--- src/rtl/wave_mode_sel_if.sv ---
// Key/mode bundle between the board keys, wave_mode_sel and the DDS LUT select.
// The selector sits on the slave side; the key source / mode consumer uses master.
interface wave_mode_sel_if #(
  parameter int MODE_W = 3
);
  logic              key_next;
  logic              key_prev;
  logic [MODE_W-1:0] mode;
  logic              mode_chg;
  logic              key_busy;

  modport master (
    output key_next,
    output key_prev,
    input  mode,
    input  mode_chg,
    input  key_busy
  );

  modport slave (
    input  key_next,
    input  key_prev,
    output mode,
    output mode_chg,
    output key_busy
  );
endinterface

--- src/rtl/wave_mode_sel.sv ---
// Two-key (next/prev) debounced waveform mode selector with wrap/saturate at the ends.
// Optional long-press auto-repeat is built only when WAVE_MODE_SEL_REPEAT_EN is defined.
module wave_mode_sel #(
  parameter int N_MODES   = 4,
  parameter int MODE_W    = 3,
  parameter int INIT_MODE = 0,
  parameter int DEB_CYC   = 20000,
  parameter int WRAP      = 1,
  parameter int HOLD_CYC  = 1000000,
  parameter int REP_CYC   = 250000
) (
  input  logic           clk,
  input  logic           rst_n,
  wave_mode_sel_if.slave sel
);

  localparam int                DEB_W     = $clog2(DEB_CYC);
  localparam logic [DEB_W-1:0]  DEB_LAST  = DEB_W'(DEB_CYC - 1);
  localparam logic [MODE_W-1:0] MODE_MAX  = MODE_W'(N_MODES - 1);
  localparam logic [MODE_W-1:0] MODE_INIT = MODE_W'(INIT_MODE);

  if (N_MODES < 2 || N_MODES > (1 << MODE_W)) begin : g_chk_modes
    $error("wave_mode_sel: N_MODES must be in 2..2**MODE_W");
  end
  if (INIT_MODE < 0 || INIT_MODE >= N_MODES) begin : g_chk_init
    $error("wave_mode_sel: INIT_MODE must be below N_MODES");
  end
  if (DEB_CYC < 2) begin : g_chk_deb
    $error("wave_mode_sel: DEB_CYC must be at least 2");
  end
  if (HOLD_CYC < 1 || REP_CYC < 1) begin : g_chk_rpt
    $error("wave_mode_sel: HOLD_CYC and REP_CYC must be positive");
  end

  // Saturating / wrapping step helpers; explicit end compare keeps non-power-of-2 ranges legal.
  function automatic logic [MODE_W-1:0] mode_inc(input logic [MODE_W-1:0] m);
    if (m == MODE_MAX) return (WRAP != 0) ? '0 : m;
    return m + 1'b1;
  endfunction

  function automatic logic [MODE_W-1:0] mode_dec(input logic [MODE_W-1:0] m);
    if (m == '0) return (WRAP != 0) ? MODE_MAX : m;
    return m - 1'b1;
  endfunction

  // Index 0 = next key, index 1 = prev key. Level 1 = released (keys are active-low).
  logic [1:0]       raw;
  logic [1:0]       sync1_q, sync2_q;
  logic [1:0]       acc_q, acc_d;
  logic [DEB_W-1:0] deb_cnt_q [2];
  logic [DEB_W-1:0] deb_cnt_d [2];
  logic [1:0]       pressed;

  assign raw     = {sel.key_prev, sel.key_next};
  assign pressed = ~acc_q;

  // Stage: 2-FF synchroniser and debounce
  always_ff @(posedge clk or negedge rst_n) begin
    if (!rst_n) begin
      sync1_q <= 2'b11;
      sync2_q <= 2'b11;
      acc_q   <= 2'b11;
      for (int k = 0; k < 2; k++) deb_cnt_q[k] <= '0;
    end else begin
      sync1_q <= raw;
      sync2_q <= sync1_q;
      acc_q   <= acc_d;
      for (int k = 0; k < 2; k++) deb_cnt_q[k] <= deb_cnt_d[k];
    end
  end

  always_comb begin
    acc_d = acc_q;
    for (int k = 0; k < 2; k++) begin
      deb_cnt_d[k] = '0;
      if (sync2_q[k] != acc_q[k]) begin
        if (deb_cnt_q[k] == DEB_LAST) acc_d[k] = sync2_q[k];
        else                          deb_cnt_d[k] = deb_cnt_q[k] + 1'b1;
      end
    end
  end

`ifdef WAVE_MODE_SEL_REPEAT_EN
  typedef enum logic [1:0] {S_IDLE, S_HELD, S_REPEAT} key_st_t;

  localparam int               RPT_MAX   = (HOLD_CYC > REP_CYC) ? HOLD_CYC : REP_CYC;
  localparam int               RPT_W     = (RPT_MAX > 2) ? $clog2(RPT_MAX) : 1;
  localparam logic [RPT_W-1:0] HOLD_LAST = RPT_W'(HOLD_CYC - 1);
  localparam logic [RPT_W-1:0] REP_LAST  = RPT_W'(REP_CYC - 1);

  logic [RPT_W-1:0] rpt_cnt_q [2];
  logic [RPT_W-1:0] rpt_cnt_d [2];
`else
  typedef enum logic {S_IDLE, S_HELD} key_st_t;
`endif

  key_st_t    st_q [2];
  key_st_t    st_d [2];
  logic [1:0] step;

  // Stage: per-key press / hold FSM
  always_ff @(posedge clk or negedge rst_n) begin
    if (!rst_n) begin
      for (int k = 0; k < 2; k++) begin
        st_q[k] <= S_IDLE;
`ifdef WAVE_MODE_SEL_REPEAT_EN
        rpt_cnt_q[k] <= '0;
`endif
      end
    end else begin
      for (int k = 0; k < 2; k++) begin
        st_q[k] <= st_d[k];
`ifdef WAVE_MODE_SEL_REPEAT_EN
        rpt_cnt_q[k] <= rpt_cnt_d[k];
`endif
      end
    end
  end

  always_comb begin
    step = 2'b00;
    for (int k = 0; k < 2; k++) begin
      st_d[k] = st_q[k];
`ifdef WAVE_MODE_SEL_REPEAT_EN
      rpt_cnt_d[k] = '0;
`endif
      case (st_q[k])
        S_IDLE: begin
          if (pressed[k]) begin
            st_d[k] = S_HELD;
            step[k] = 1'b1;
          end
        end
        S_HELD: begin
          if (!pressed[k]) begin
            st_d[k] = S_IDLE;
          end
`ifdef WAVE_MODE_SEL_REPEAT_EN
          else if (rpt_cnt_q[k] == HOLD_LAST) begin
            st_d[k] = S_REPEAT;
            step[k] = 1'b1;
          end else begin
            rpt_cnt_d[k] = rpt_cnt_q[k] + 1'b1;
          end
`endif
        end
`ifdef WAVE_MODE_SEL_REPEAT_EN
        S_REPEAT: begin
          if (!pressed[k])                    st_d[k] = S_IDLE;
          else if (rpt_cnt_q[k] == REP_LAST)  step[k] = 1'b1;
          else                                rpt_cnt_d[k] = rpt_cnt_q[k] + 1'b1;
        end
`endif
        default: st_d[k] = S_IDLE;
      endcase
    end
  end

  logic [MODE_W-1:0] mode_q, mode_d;
  logic              chg_q, chg_d;

  // Stage: mode register; opposing steps in the same cycle cancel
  always_comb begin
    mode_d = mode_q;
    case (step)
      2'b01:   mode_d = mode_inc(mode_q);
      2'b10:   mode_d = mode_dec(mode_q);
      default: mode_d = mode_q;
    endcase
    chg_d = (mode_d != mode_q);
  end

  always_ff @(posedge clk or negedge rst_n) begin
    if (!rst_n) begin
      mode_q <= MODE_INIT;
      chg_q  <= 1'b0;
    end else begin
      mode_q <= mode_d;
      chg_q  <= chg_d;
    end
  end

  assign sel.mode     = mode_q;
  assign sel.mode_chg = chg_q;
  assign sel.key_busy = |pressed;

endmodule

--- src/flat_wrapper.sv ---
// flat-port wrapper written by rule: the top's interface ports become plain ports
module wave_mode_sel_flat 
#(
  parameter int N_MODES   = 4,
  parameter int MODE_W    = 3,
  parameter int INIT_MODE = 0,
  parameter int DEB_CYC   = 20000,
  parameter int WRAP      = 1,
  parameter int HOLD_CYC  = 1000000,
  parameter int REP_CYC   = 250000
)
  (clk, rst_n, sel_key_next, sel_key_prev, sel_mode, sel_mode_chg, sel_key_busy);
  wave_mode_sel_if #(.MODE_W(MODE_W)) sel_i ();
  input  logic clk;
  input  logic rst_n;
  input wire logic [$bits(sel_i.key_next)-1:0] sel_key_next;
  input wire logic [$bits(sel_i.key_prev)-1:0] sel_key_prev;
  output wire logic [$bits(sel_i.mode)-1:0] sel_mode;
  output wire logic [$bits(sel_i.mode_chg)-1:0] sel_mode_chg;
  output wire logic [$bits(sel_i.key_busy)-1:0] sel_key_busy;
  assign sel_i.key_next = sel_key_next;
  assign sel_i.key_prev = sel_key_prev;
  assign sel_mode = sel_i.mode;
  assign sel_mode_chg = sel_i.mode_chg;
  assign sel_key_busy = sel_i.key_busy;
  wave_mode_sel #(.N_MODES(N_MODES), .MODE_W(MODE_W), .INIT_MODE(INIT_MODE), .DEB_CYC(DEB_CYC), .WRAP(WRAP), .HOLD_CYC(HOLD_CYC), .REP_CYC(REP_CYC)) u_core (.clk(clk), .rst_n(rst_n), .sel(sel_i));
endmodule
--- config.mk ---
export PLATFORM = sky130hd
export DESIGN_NAME = wave_mode_sel_flat
export DESIGN_NICKNAME = d
export VERILOG_FILES = /design/src/rtl/wave_mode_sel_if.sv /design/src/rtl/wave_mode_sel.sv /design/src/flat_wrapper.sv
export SDC_FILE = /design/constraint.sdc
export NUM_CORES = 1
export LEC_CHECK = 0
export CORE_MARGIN = 1
export CORE_UTILIZATION = 55
export CTS_CLUSTER_SIZE = 25
export DETAILED_ROUTE_END_ITERATION = 12
export PLACE_DENSITY_LB_ADDON = 0.25
export SLEW_MARGIN = 25
export SYNTH_ARGS = -nofsm -noshare
export SYNTH_HDL_FRONTEND = slang
export SYNTH_SLANG_ARGS = --single-unit
--- constraint.sdc ---
create_clock -name clk -period 2.4 [get_ports clk]
set_clock_uncertainty 0.05 [all_clocks]
set_input_delay 0.36 -clock clk [delete_from_list [all_inputs] [get_ports clk]]
set_output_delay 0.36 -clock clk [all_outputs]
set_load 0.005 [all_outputs]
# Word-level counts from Yosys, hierarchy flattened
# Cells that the tools add are included.
[word_totals] ff_bits=42 inputBits=4 out_inout_bits=5 elab_cells=44
[classes] addsub=4 n_eq_ne=8 mux=17 bitwise_logic=1 reduce_logical=4
[op_table] cell="two-way mux 15 bit" n=4
[op_table] cell="adder 15 x 1 -> 15 bit (second input constant)" n=2
[op_table] cell="equality test 15 bit (second input constant)" n=2
[op_table] cell="two-way mux 3 bit" n=4
[op_table] cell="two-way mux 1 bit" n=8
[op_table] cell="one-hot mux 3 bit (2 select lines)" n=1
[op_table] cell="AND reduction 2 bit" n=2
[op_table] cell="adder 3 x 1 -> 3 bit (second input constant)" n=1
[op_table] cell="equality test 3 x 2 -> 1 bit (second input constant)" n=1
[op_table] cell="zero test 3 bit" n=1
[op_table] cell="inequality test 3 bit" n=1
[op_table] cell="subtractor 3 x 1 -> 3 bit (second input constant)" n=1
[op_table] cell="equality test 2 x 1 -> 1 bit (second input constant)" n=1
[op_table] cell="equality test 2 bit (second input constant)" n=1
[op_table] cell="inequality test 1 bit" n=2
[op_table] cell="NOT 2 bit" n=1
[op_table] cell="OR reduction 2 bit" n=1

# Depth between registers and ports, before layout
[logic_depth] depth_word=8 mapped_depth=8 ltp_nobuf=7

# Worst setup path after synthesis
# Ideal clock, no wire load.
[synth_path] path_type="register -> register" startpoint="register u_core.acc_q[0]" endpoint="register u_core.mode_q[2] (netlist: u_core.sel.mode[2])" setup_time_ps=83 t_arrival_ps=1661 required_ps=2267 path_slack_ps=606 path_stages_with_launch=8 path_buffers=1 period_less_slack_ps=1794 path_cell_list="dfstp_2 -> or2_2 -> ha_1 -> clkbuf_1 -> nor2_1 -> nand2_1 -> mux2_2 -> o21ai_0"
[synth_between] elab_chain_len=5 elab_cells_between_ends=6 classes_between="eq/ne (2); mux (3); bitwise (1)"
[synth_lines] element="start: declaration" line_no="wave_mode_sel.sv:49" source="logic [1:0] acc_q, acc_d;"
[synth_lines] element="start signal: assignment" line_no="wave_mode_sel.sv:62" source="acc_q <= 2'b11;"
[synth_lines] element="start signal: assignment" line_no="wave_mode_sel.sv:67" source="acc_q <= acc_d;"
[synth_lines] element="NOT 2 bit *" line_no="wave_mode_sel.sv:55" source="assign pressed = ~acc_q;"
[synth_lines] element="two-way mux 1 bit *" line_no="wave_mode_sel.sv:129" source="if (pressed[k]) begin"
[synth_lines] element="two-way mux 1 bit *" line_no="wave_mode_sel.sv:127" source="case (st_q[k])"
[synth_lines] element="equality test 2 bit or equality test 2 x 1 -> 1 bit (tied branches)"
[synth_lines] element="one-hot mux 3 bit (2 select lines) *" line_no="wave_mode_sel.sv:165" source="case (step)"
[synth_lines] element="net u_core.mode_d[2]" line_no="wave_mode_sel.sv:159" source="logic [MODE_W-1:0] mode_q, mode_d;"
[synth_lines] element="end signal: assignment" line_no="wave_mode_sel.sv:178" source="mode_q <= mode_d;"
[synth_lines] element="end: declaration" line_no="wave_mode_sel.sv:159"
# The timed path passes the listed nets; every way through them passes the cells marked *.
# A chain may end at the register's enable or synchronous reset.

# Worst setup path in the final report
[layout_path] startpoint="register u_core.acc_q[1]" endpoint="register u_core.mode_q[2] (netlist: u_core.sel.mode[2])"
# Same word-level chain as after synthesis.

==> results.toml <==
[run_status]
outcome = "finished with violations"
violations = "negative hold slack"

[die]
fp.dieH_um = 63.7
die_area_um2 = 4060
coreArea_um2 = 3660
ios = 9
die_w_um = 63.7
row_count = 22
initial_utilization = 0.573

[synth]
yosysWarnings = 0
synth-edff-count = 0
synth_top_cell_by_area = "dfrtp_1"
syn_area_per_cell_um2 = 10.0
ys_top_cells_by_area = "dfrtp_1, dfstp_2, xnor2_1"
ys_top_cells_by_count = "dfrtp_1, nor2_1, xnor2_1"
synth_cell_types = 31
syn-cell-area_um2 = 2100
synth_top_flop_cell = "dfrtp_1"
synth-async-reset-ratio = 1.00
synth_most_common_cell = "dfrtp_1"
ys_ff_latch = 42
synth_cells = 209
yosys.area.top_type_share = 0.430
seq_area_frac_synth = 0.505
syn_nets = 220

[timing]
grt_setup_unrepaired = "false"
fin_hold_ws_ps = -22.8
maxSlewHeadroom = 0.664
min_period_over_period = 0.798
fmax_mhz = 522
final-hold-violation-count = 13
finalWorstSetupSlack_ps = 485
setup-violations-final = 0
drv_slew = 0
tightest_slew_ps = 505
final.setup.tns_ps = 0
period_needed_ps = 1920

[worst_setup_path]
cp-start-kind = "register"
crit_path_max_fanout = 8
path_class = "register to register"
worstPathRequired_ps = 2550
worst_setup_path_end_kind = "register"
cp.arrival_ps = 2070

[route]
drtIter0Drc = 95
firstDrtPassIters = 4
vias_per_cell = 5.60
totalWireLength_mm = 3.65
detail_route.wl_per_cell_um = 13.7
drcViolationCount = 0
ant_nets = 0
vias = 1489

[clock_tree]
ctsResizeCount = 0
cts_sinks = 42
clkLatencyLatePin_ps = 280
cts_tree = "yes"
h-tree-depth = 2
clk_pin_slew_ps = 80
clockBufferDepth = 2
cts-root-buf = "clkbuf_8"
cts_setup_buffers = 0
cts_buffers = 5
holdBufCountCts = 0

[grt]
grt_start_max_net_pins = 43
antenna_found_initial = 0
overflow = 0
grt_usage = 0.212
grt_pass1_vias = 1588
grt_pass1_wl_mm = 6.67

[power]
leakagePower_nw = 0.946
p_per_area_nw_per_um2 = 570
max-vdd-ir-drop_uv = 460
total_power_mw = 1.31

[cells_and_area]
num_antenna_cells = 0
multiInputGateArea_um2 = 953
n_fill_cell = 306
fin_area_um2 = 2300
num-nets-final = 228
area_growth_pct = 9.55
ff_latch_area_um2 = 1060
final_core_utilization = 0.627
drive_gt1_frac = 0.115

[placed_design]
dp_slack_ps = 515
place_congestion = 0.895
port_buffers = 8
place_area_um2 = 2190
dp_hpwl_mm = 2.59

[job]
max-cap-violations = 0

[min_path]
hp-class = "input port to async pin"
[area by class of cell]
cell class,instances,area share
Clock buffer,7,0.0332
Clock inverter,1,0.0131
Inverter,11,0.0180
Multi-Input combinational cell,149,0.415
Sequential cell,42,0.461
Tap cell,48,0.0261
Timing Repair Buffer,8,0.0338
[critical path, stage by stage, from the launching register on]
cell     delay [ps]
dfstp_2         580
or2_2           130
inv_1            40
ha_1            370
nor2_1          190
nand2_1          70
mux2_2          250
o21ai_0         150
[power breakdown]
| group | total [mW] | leakage (nW) | switching, mW | internal (mW) |
|---|---|---|---|---|
| sequential | 0.733 | 0.550 | 0.0117 | 0.722 |
| clock | 0.532 | 0.0524 | 0.221 | 0.311 |
| combinational | 0.0437 | 0.343 | 0.0292 | 0.0144 |
| total | 1.31 | 0.946 | 0.262 | 1.05 |
[stage by stage]
| stage | hold WS [ps] | cells |
|---|---|---|
| 4_1_cts | 174 | 266 |
| 3_3_place_gp | 300 | 258 |
| 6_report | -22.8 | 266 |
| 5_1_grt | 35.9 | 266 |
| 2_1_floorplan | 14.4 | 209 |
| 3_5_place_dp | 299 | 258 |
[cell families after synthesis]
group,after synthesis,synth area share
fa+ha+maj,7,0.0418
flops,42,0.505
compound gates,12,0.0370
buf+inv,18,0.0406
mux,4,0.0215
simple gates,99,0.242
xor+xnor,27,0.113
[final timing paths]
check                                                to  cells past startpoint                        start  slack [ps]
setup / recovery           u_core.sel.mode[2]$_DFF_PN0_                      7  u_core.acc_q[1]$_DFFE_PN1P_         480
min in group clk            u_core.sync2_q[0]$_DFF_PN1_                      0  u_core.sync1_q[0]$_DFF_PN1_         310
setup reg to reg           u_core.sel.mode[2]$_DFF_PN0_                      7  u_core.acc_q[1]$_DFFE_PN1P_         480
hold / removal             u_core.sel.mode[0]$_DFF_PN0_                      1                        rst_n         -20
hold reg to reg             u_core.sync2_q[0]$_DFF_PN1_                      0  u_core.sync1_q[0]$_DFF_PN1_         310
max in group asynchronous   u_core.sync2_q[1]$_DFF_PN1_                      1                        rst_n        1940
[flip-flops by register name, summed over array words and instances (netlist names)]
name,flops
u_core.deb_cnt_q,30
u_core.sel.mode,3
u_core.acc_q,2
u_core.st_q,2
u_core.sync1_q,2
u_core.sync2_q,2
u_core.sel.mode_chg,1
[layout by cell type (no fill, tap or decap)]
cell type	netlist	layout
and4_1	2	2
a211o_1	1	1
inv_1	11	11
clkbuf_8	0	5
bufinv_16	0	1
o211ai_1	1	1
nor2b_1	3	3
nand3_2	2	2
o221ai_1	1	1
buf_4	4	1
nand4_1	10	10
clkbuf_1	1	2
mux2_2	4	4
nand2_1	10	10
o21ai_0	4	4
a21oi_2	2	2
nand2b_2	2	2
or2_2	2	2
clkdlybuf4s50_1	0	7
nand2b_1	1	1
nor2_1	33	33
xnor2_1	17	17
nor4_1	4	4
and3_1	4	4
a21oi_1	3	3
nor4b_1	2	2
dfrtp_1	36	36
nor3_1	7	7
or3_1	2	2
nand3_1	15	15
xor2_1	10	10
dfstp_2	6	6
ha_1	7	7
[per-layer routing]
layer / wire (µm) / track usage
met3: 103 / 0.0429
met2: 1940 / 0.391
met1: 1570 / 0.243
met4: 40 / 0.0710
met5: 0 / 0
No activity file was read; power rests on OpenSTA's default activity.
